==> config.mk <==
export PLATFORM = sky130hd
export DESIGN_NAME = nou_fetch
export DESIGN_NICKNAME = d
export VERILOG_FILES = /design/src/rtl/nou_fetch_pkg.sv /design/src/rtl/nou_fetch_fifo.sv /design/src/rtl/nou_fetch.sv
export SDC_FILE = /design/constraint.sdc
export NUM_CORES = 1
export LEC_CHECK = 0
export BUFFER_PORTS_ARGS = -buffer_cell sky130_fd_sc_hd__buf_2
export CAP_MARGIN = 30
export CELL_PAD_IN_SITES_DETAIL_PLACEMENT = 2
export CELL_PAD_IN_SITES_GLOBAL_PLACEMENT = 2
export CORE_ASPECT_RATIO = 0.9
export CORE_MARGIN = 1.5
export CORE_UTILIZATION = 52
export CTS_BUF_LIST = sky130_fd_sc_hd__clkbuf_8
export DETAILED_ROUTE_END_ITERATION = 16
export GPL_ROUTABILITY_DRIVEN = 0
export MAX_ROUTING_LAYER = met4
export PLACE_DENSITY = 0.95
export SLEW_MARGIN = 0
export SYNTH_ARGS = -nofsm -noshare
export SYNTH_HDL_FRONTEND = slang
export SYNTH_SLANG_ARGS = --single-unit
==> constraint.sdc <==
create_clock -name clk -period 7.2 [get_ports clk]
set_input_delay 0.72 -clock clk [delete_from_list [all_inputs] [get_ports clk]]
set_output_delay 0.72 -clock clk [all_outputs]
set_load 0.02 [all_outputs]
==> src/rtl/nou_fetch_pkg.sv <==
// Shared NOU widths, fetch queue depth and the entry packing used by fetch and decode.
// Latency: n/a (definitions only).
// Backpressure: n/a.
// Contents: width macros (SID, XOCC command, unit vector, fetch depth, entry width) and matching localparams.

`ifndef NOU_DEFINE_H
`define NOU_DEFINE_H
`define NOU_SID_WIDTH      4
`define NOU_XOCC_CMD_WIDTH 8
`define NOU_UOV_SIZE       4
`define NOU_FETCH_DEPTH    8
// Entry seen by decode: {unit_mask, cmd, sid, valid}, valid in bit 0.
`define NOU_ENTRY_WIDTH    (1 + `NOU_SID_WIDTH + `NOU_XOCC_CMD_WIDTH + `NOU_UOV_SIZE)
`endif

package nou_fetch_pkg;

  localparam int NOU_SID_W   = `NOU_SID_WIDTH;
  localparam int NOU_CMD_W   = `NOU_XOCC_CMD_WIDTH;
  localparam int NOU_UOV_W   = `NOU_UOV_SIZE;
  localparam int NOU_DEPTH   = `NOU_FETCH_DEPTH;
  localparam int NOU_ENTRY_W = `NOU_ENTRY_WIDTH;

  // Queue record at the default widths (entry minus the valid bit).
  typedef struct packed {
    logic [NOU_UOV_W-1:0] unit_mask;
    logic [NOU_CMD_W-1:0] cmd;
    logic [NOU_SID_W-1:0] sid;
  } fetch_rec_t;

endpackage

==> src/rtl/nou_fetch_fifo.sv <==
// Generic synchronous FIFO with flush, occupancy count and full/empty flags.
// Latency: a push is readable at head_dat from the following cycle; no write-through bypass.
// Backpressure: pushes while full and pops while empty are dropped; flush wins over push/pop.
// Ports: clk, rstn (async active-low), push/push_dat, pop, flush, head_dat, full, empty, count.

module nou_fetch_fifo #(
  parameter int W     = 8,
  parameter int DEPTH = 8
) (
  input  logic                     clk,
  input  logic                     rstn,
  input  logic                     push,
  input  logic [W-1:0]             push_dat,
  input  logic                     pop,
  input  logic                     flush,
  output logic [W-1:0]             head_dat,
  output logic                     full,
  output logic                     empty,
  output logic [$clog2(DEPTH):0]   count
);

  localparam int AW = $clog2(DEPTH);

  logic [W-1:0] mem [DEPTH];
  // Index bits plus one wrap bit each.
  logic [AW:0]  wr_ptr;
  logic [AW:0]  rd_ptr;
  logic         do_push;
  logic         do_pop;

  assign full    = (wr_ptr[AW-1:0] == rd_ptr[AW-1:0]) && (wr_ptr[AW] != rd_ptr[AW]);
  assign empty   = (wr_ptr == rd_ptr);
  assign do_push = push & ~full & ~flush;
  assign do_pop  = pop & ~empty & ~flush;

  always_ff @(posedge clk or negedge rstn) begin
    if (!rstn) begin
      wr_ptr <= '0;
      rd_ptr <= '0;
    end else if (flush) begin
      // Equalising the pointers empties the queue; the write side keeps its place.
      rd_ptr <= wr_ptr;
    end else begin
      if (do_push) wr_ptr <= wr_ptr + (AW+1)'(1);
      if (do_pop)  rd_ptr <= rd_ptr + (AW+1)'(1);
    end
  end

  // Storage needs no reset: it is only observed through head_dat while not empty.
  always_ff @(posedge clk) begin
    if (do_push) mem[wr_ptr[AW-1:0]] <= push_dat;
  end

  assign head_dat = mem[rd_ptr[AW-1:0]];
  // Wrap-bit pointers make the plain difference range over 0..DEPTH.
  assign count    = wr_ptr - rd_ptr;

endmodule

==> src/rtl/nou_fetch.sv <==
// Fetch stage: tags host XOCC commands with a wrapping SID and queues them in order for decode.
// Latency: accepted in cycle N, visible on entry_input in N+1 at the earliest (no bypass).
// Backpressure: host_cmd_rdy = !full (and low in reset / flush cycles); decode pops with decode_issue_ack.
// Ports: clk, rstn, host_cmd_vld/host_cmd_rdy/host_cmd/host_unit_mask, fetch_flush,
//        entry_input/entry_input_valid/decode_issue_ack, fetch_count, fetch_sid_next.

module nou_fetch
  import nou_fetch_pkg::*;
#(
  parameter int DEPTH = NOU_DEPTH,
  parameter int SID_W = NOU_SID_W,
  parameter int CMD_W = NOU_CMD_W,
  parameter int UOV_W = NOU_UOV_W
) (
  input  logic                           clk,
  input  logic                           rstn,
  input  logic                           host_cmd_vld,
  output logic                           host_cmd_rdy,
  input  logic [CMD_W-1:0]               host_cmd,
  input  logic [UOV_W-1:0]               host_unit_mask,
  input  logic                           fetch_flush,
  output logic [UOV_W+CMD_W+SID_W:0]     entry_input,
  output logic                           entry_input_valid,
  input  logic                           decode_issue_ack,
  output logic [$clog2(DEPTH):0]         fetch_count,
  output logic [SID_W-1:0]               fetch_sid_next
);

  localparam int REC_W = UOV_W + CMD_W + SID_W;

  logic              live_q;
  logic [SID_W-1:0]  sid_ctr;
  logic              push;
  logic              pop;
  logic              full;
  logic              empty;
  logic [REC_W-1:0]  head_rec;

  // live_q keeps the host port closed while reset is held and opens it one edge after release.
  // No term from decode_issue_ack: a pop never frees a slot for a same-cycle push.
  assign host_cmd_rdy      = live_q & ~full & ~fetch_flush;
  assign push              = host_cmd_vld & host_cmd_rdy;
  assign entry_input_valid = ~empty;
  assign pop               = decode_issue_ack & entry_input_valid;

  always_ff @(posedge clk or negedge rstn) begin
    if (!rstn) begin
      live_q  <= 1'b0;
      sid_ctr <= '0;
    end else begin
      live_q <= 1'b1;
      // Flush does not rewind the counter, so SIDs stay monotonic across flushes.
      if (push) sid_ctr <= sid_ctr + SID_W'(1);
    end
  end

  nou_fetch_fifo #(
    .W     (REC_W),
    .DEPTH (DEPTH)
  ) u_fifo (
    .clk      (clk),
    .rstn     (rstn),
    .push     (push),
    .push_dat ({host_unit_mask, host_cmd, sid_ctr}),
    .pop      (pop),
    .flush    (fetch_flush),
    .head_dat (head_rec),
    .full     (full),
    .empty    (empty),
    .count    (fetch_count)
  );

  // Zero the whole entry when nothing is queued so decode never sees stale payload.
  assign entry_input    = entry_input_valid ? {head_rec, 1'b1} : '0;
  assign fetch_sid_next = sid_ctr;

endmodule

==> results.sh <==
export IMPL_period_share_pct=48.36
export IMPL_clk_insertion_delay_late_ns=0.47
export IMPL_cap_violations=0
export IMPL_worstPathMaxFanout=9
export IMPL_htree_levels=4
export IMPL_track_usage_pct=32.65
export IMPL_grt_pass1_wl_mm=24.14
export IMPL_slew_viol_final=0
export IMPL_cellLeakagePower_nw=2.234
export IMPL_cts_setup_buffers=0
export IMPL_setup_viol=0
export IMPL_holdWs_ns=0.1411
export IMPL_syn_avg_cell_area_sq_um=20.50
export IMPL_fmax_mhz=287.2
export IMPL_synth_distinct_cells=36
export IMPL_io_pins=44
export IMPL_cp_data_arrival_time_ns=3.64
export IMPL_antenna_found_initial=0
export IMPL_route_detailed_drc=0
export IMPL_cts_tree="done"
export IMPL_first_global_vias=3328
export IMPL_clk_pin_slew_ns=0.09
export IMPL_core_area_sq_um=10420
export IMPL_pwr_share_seq_pct=38.4
export IMPL_grt_ovfl_total=0
export IMPL_dieHeight_um=102.0
export IMPL_crit_required_ns=7.36
export IMPL_internal_power_mw=1.719
export IMPL_wirelength_mm=16.69
export IMPL_synth_top_cell_area_share_pct=67.92
export IMPL_netlist_instances=276
export IMPL_status="finished clean"
export IMPL_row_count=35
export IMPL_clockPowerShare_pct=21.9
export IMPL_synth_edf_count=128
export IMPL_via_per_inst=6.321
export IMPL_fin_crit_ns=3.482
export IMPL_netlist_top_cells_area="edfxtp_1 68%, mux4_2 13%, dfrtp_1 5.7%"
export IMPL_hpwl_mm=9.899
export IMPL_slew_limit_headroom_pct=32.53
export IMPL_ant_nets=0
export IMPL_synth_flop_cell="edfxtp_1"
export IMPL_final_common_cell="edfxtp_1"
export IMPL_hp_class="in2async"
export IMPL_clock_path_buffers=2
export IMPL_crit_path_start_kind="register"
export IMPL_p_sw_mw=1.120
export IMPL_skew_ns=0.01767
export IMPL_dr_first_iter_drc_count=260
export IMPL_grt_setup_unrepaired="no"
export IMPL_diodes=0
export IMPL_power_per_cell_area_nw_per_um2=441.6
export IMPL_p_total_mw=2.838
export IMPL_cts_hold_buf=0
export IMPL_syn_num_nets=300
export IMPL_hold_viol=0
export IMPL_cts_sinks=141
export IMPL_swShare_pct=39.45
export IMPL_fin_tns_setup_ns=0
export IMPL_layout_common_cells="128 x edfxtp_1, 43 x buf_2, 32 x mux4_2, 17 x clkbuf_8, 16 x a22o_1"
export IMPL_irDropWorstVdd_mv=0.3301
export IMPL_ys_ff_latch=141
export IMPL_start_util_pct=54.30
export IMPL_die_area_sq_um=11520
export IMPL_routedWlPerCell_um=35.05
export IMPL_ys_async_sr_fraction_pct=9.220
export IMPL_final_nets=359
export IMPL_tritoncts_num_buffers=17
export IMPL_power_frac_comb_pct=39.8
export IMPL_final_core_util_pct=61.67
export IMPL_port_buffers=43
export IMPL_yosysSeqAreaShare_pct=73.67
export IMPL_yosys_warnings=0
export IMPL_die_x_um=113.0
export IMPL_yosysTopAreaCell="edfxtp_1"
export IMPL_post_cts_resized=0
export IMPL_crit_type="reg2reg"
export IMPL_grt_max_degree=37
export IMPL_cts_root_buf="clkbuf_8"
export IMPL_dr_pass1_iters=5
export IMPL_fill_cells=801
export IMPL_syn_to_final_growth_pct=13.57
export IMPL_routed_via_count=3009
export IMPL_end_kind="register"
export IMPL_drive_above_1_share_pct=37.18
export IMPL_synth_area_sq_um=5659
export IMPL_worstMarginPinSlew_ns=1.007
==> per-stage QoR <==
step,instance area (sq um),setup WS [ns],std cells
finish,6427,3.718,476
global route,6427,3.579,476
detailed placement,6065,3.843,445
CTS,6427,3.719,476
global placement,6050,4.211,444
floorplan,5659,3.469,276
==> final cells by class <==
type | instances | area [sq um] | area share (%)
sequential | 141 | 4170 | 64.88
clock buffer | 17 | 234.0 | 3.640
timing repair buffer | 54 | 305.3 | 4.750
clock inverter | 14 | 128.9 | 2.005
multi-input combinational | 111 | 1390 | 21.63
tap | 129 | 161.4 | 2.511
inverter | 10 | 37.54 | 0.5840
==> power groups by stage <==
stage	Combinational [mW]	Sequential, mW	Clock [mW]
CTS	1.14	1.09	0.625
detailed placement	1.11	1.10	0
global placement	1.03	1.08	0
global route	1.19	1.09	0.650
floorplan	0.785	1.06	0
finish	1.13	1.09	0.620
==> flip-flops by register name, summed over array words and instances (netlist names) <==
signal and cells:
fetch_sid_next 4, live_q 1, u_fifo.mem 128, u_fifo.rd_ptr 4, u_fifo.wr_ptr 4
==> cells by family after synthesis <==
family | share of synthesized area [%]
xor gates and xnor gates | 2.145
AOI/OAI and AO/OA | 3.847
adders and majority gates | 1.680
muxes | 13.13
other | 0.06626
DFF | 73.67
and+or+nand+nor | 3.118
buffers and inverters | 2.343
==> worst max-delay path, stage by stage, from the launching register on <==
cell and delay (ns):
dfrtp_1 0.51, inv_1 0.22, ha_1 0.41, and3_1 0.25
a21o_2 0.29, inv_1 0.15, nand2_1 0.16, nor3_2 0.86
buf_4 0.33
==> path summary, 6_finish.rpt <==
path,start,end,slack [ns],cells after the start
max,u_fifo.rd_ptr[2]$_DFFE_PN0P_,u_fifo.mem[3][9]$_DFFE_PP_,3.72,8
min,rstn,u_fifo.wr_ptr[2]$_DFFE_PN0P_,0.14,1
max reg2reg,u_fifo.rd_ptr[2]$_DFFE_PN0P_,u_fifo.mem[3][9]$_DFFE_PP_,3.72,8
min reg2reg,u_fifo.wr_ptr[3]$_DFFE_PN0P_,u_fifo.wr_ptr[3]$_DFFE_PN0P_,0.69,1
max in group asynchronous,rstn,u_fifo.rd_ptr[0]$_DFFE_PN0P_,6.77,1
min in group clk,host_unit_mask[3],u_fifo.mem[4][15]$_DFFE_PP_,0.54,1
==> cells in the mapped netlist (2+ instances only) <==
master	n
a21oi_1	2
a22o_1	16
buf_1	3
buf_4	3
buf_6	4
clkbuf_1	3
dfrtp_1	13
edfxtp_1	128
ha_1	6
inv_1	10
mux2_2	2
mux4_2	32
nand2_1	5
nand2b_1	2
nand3_1	7
nor2_1	2
nor2_8	2
nor3_1	4
nor4_1	2
o21ai_0	4
xnor2_1	9
xor2_1	3
==> metal layers <==
metal	up-vias	global-route usage [%]	share of wire, %
li1	1238	-	-
met4	0	10.00	1.7
met2	152	53.42	51
met1	1596	41.01	41
met5	-	-	0
met3	23	8.363	6.5
(Power assumes the default switching activity.)
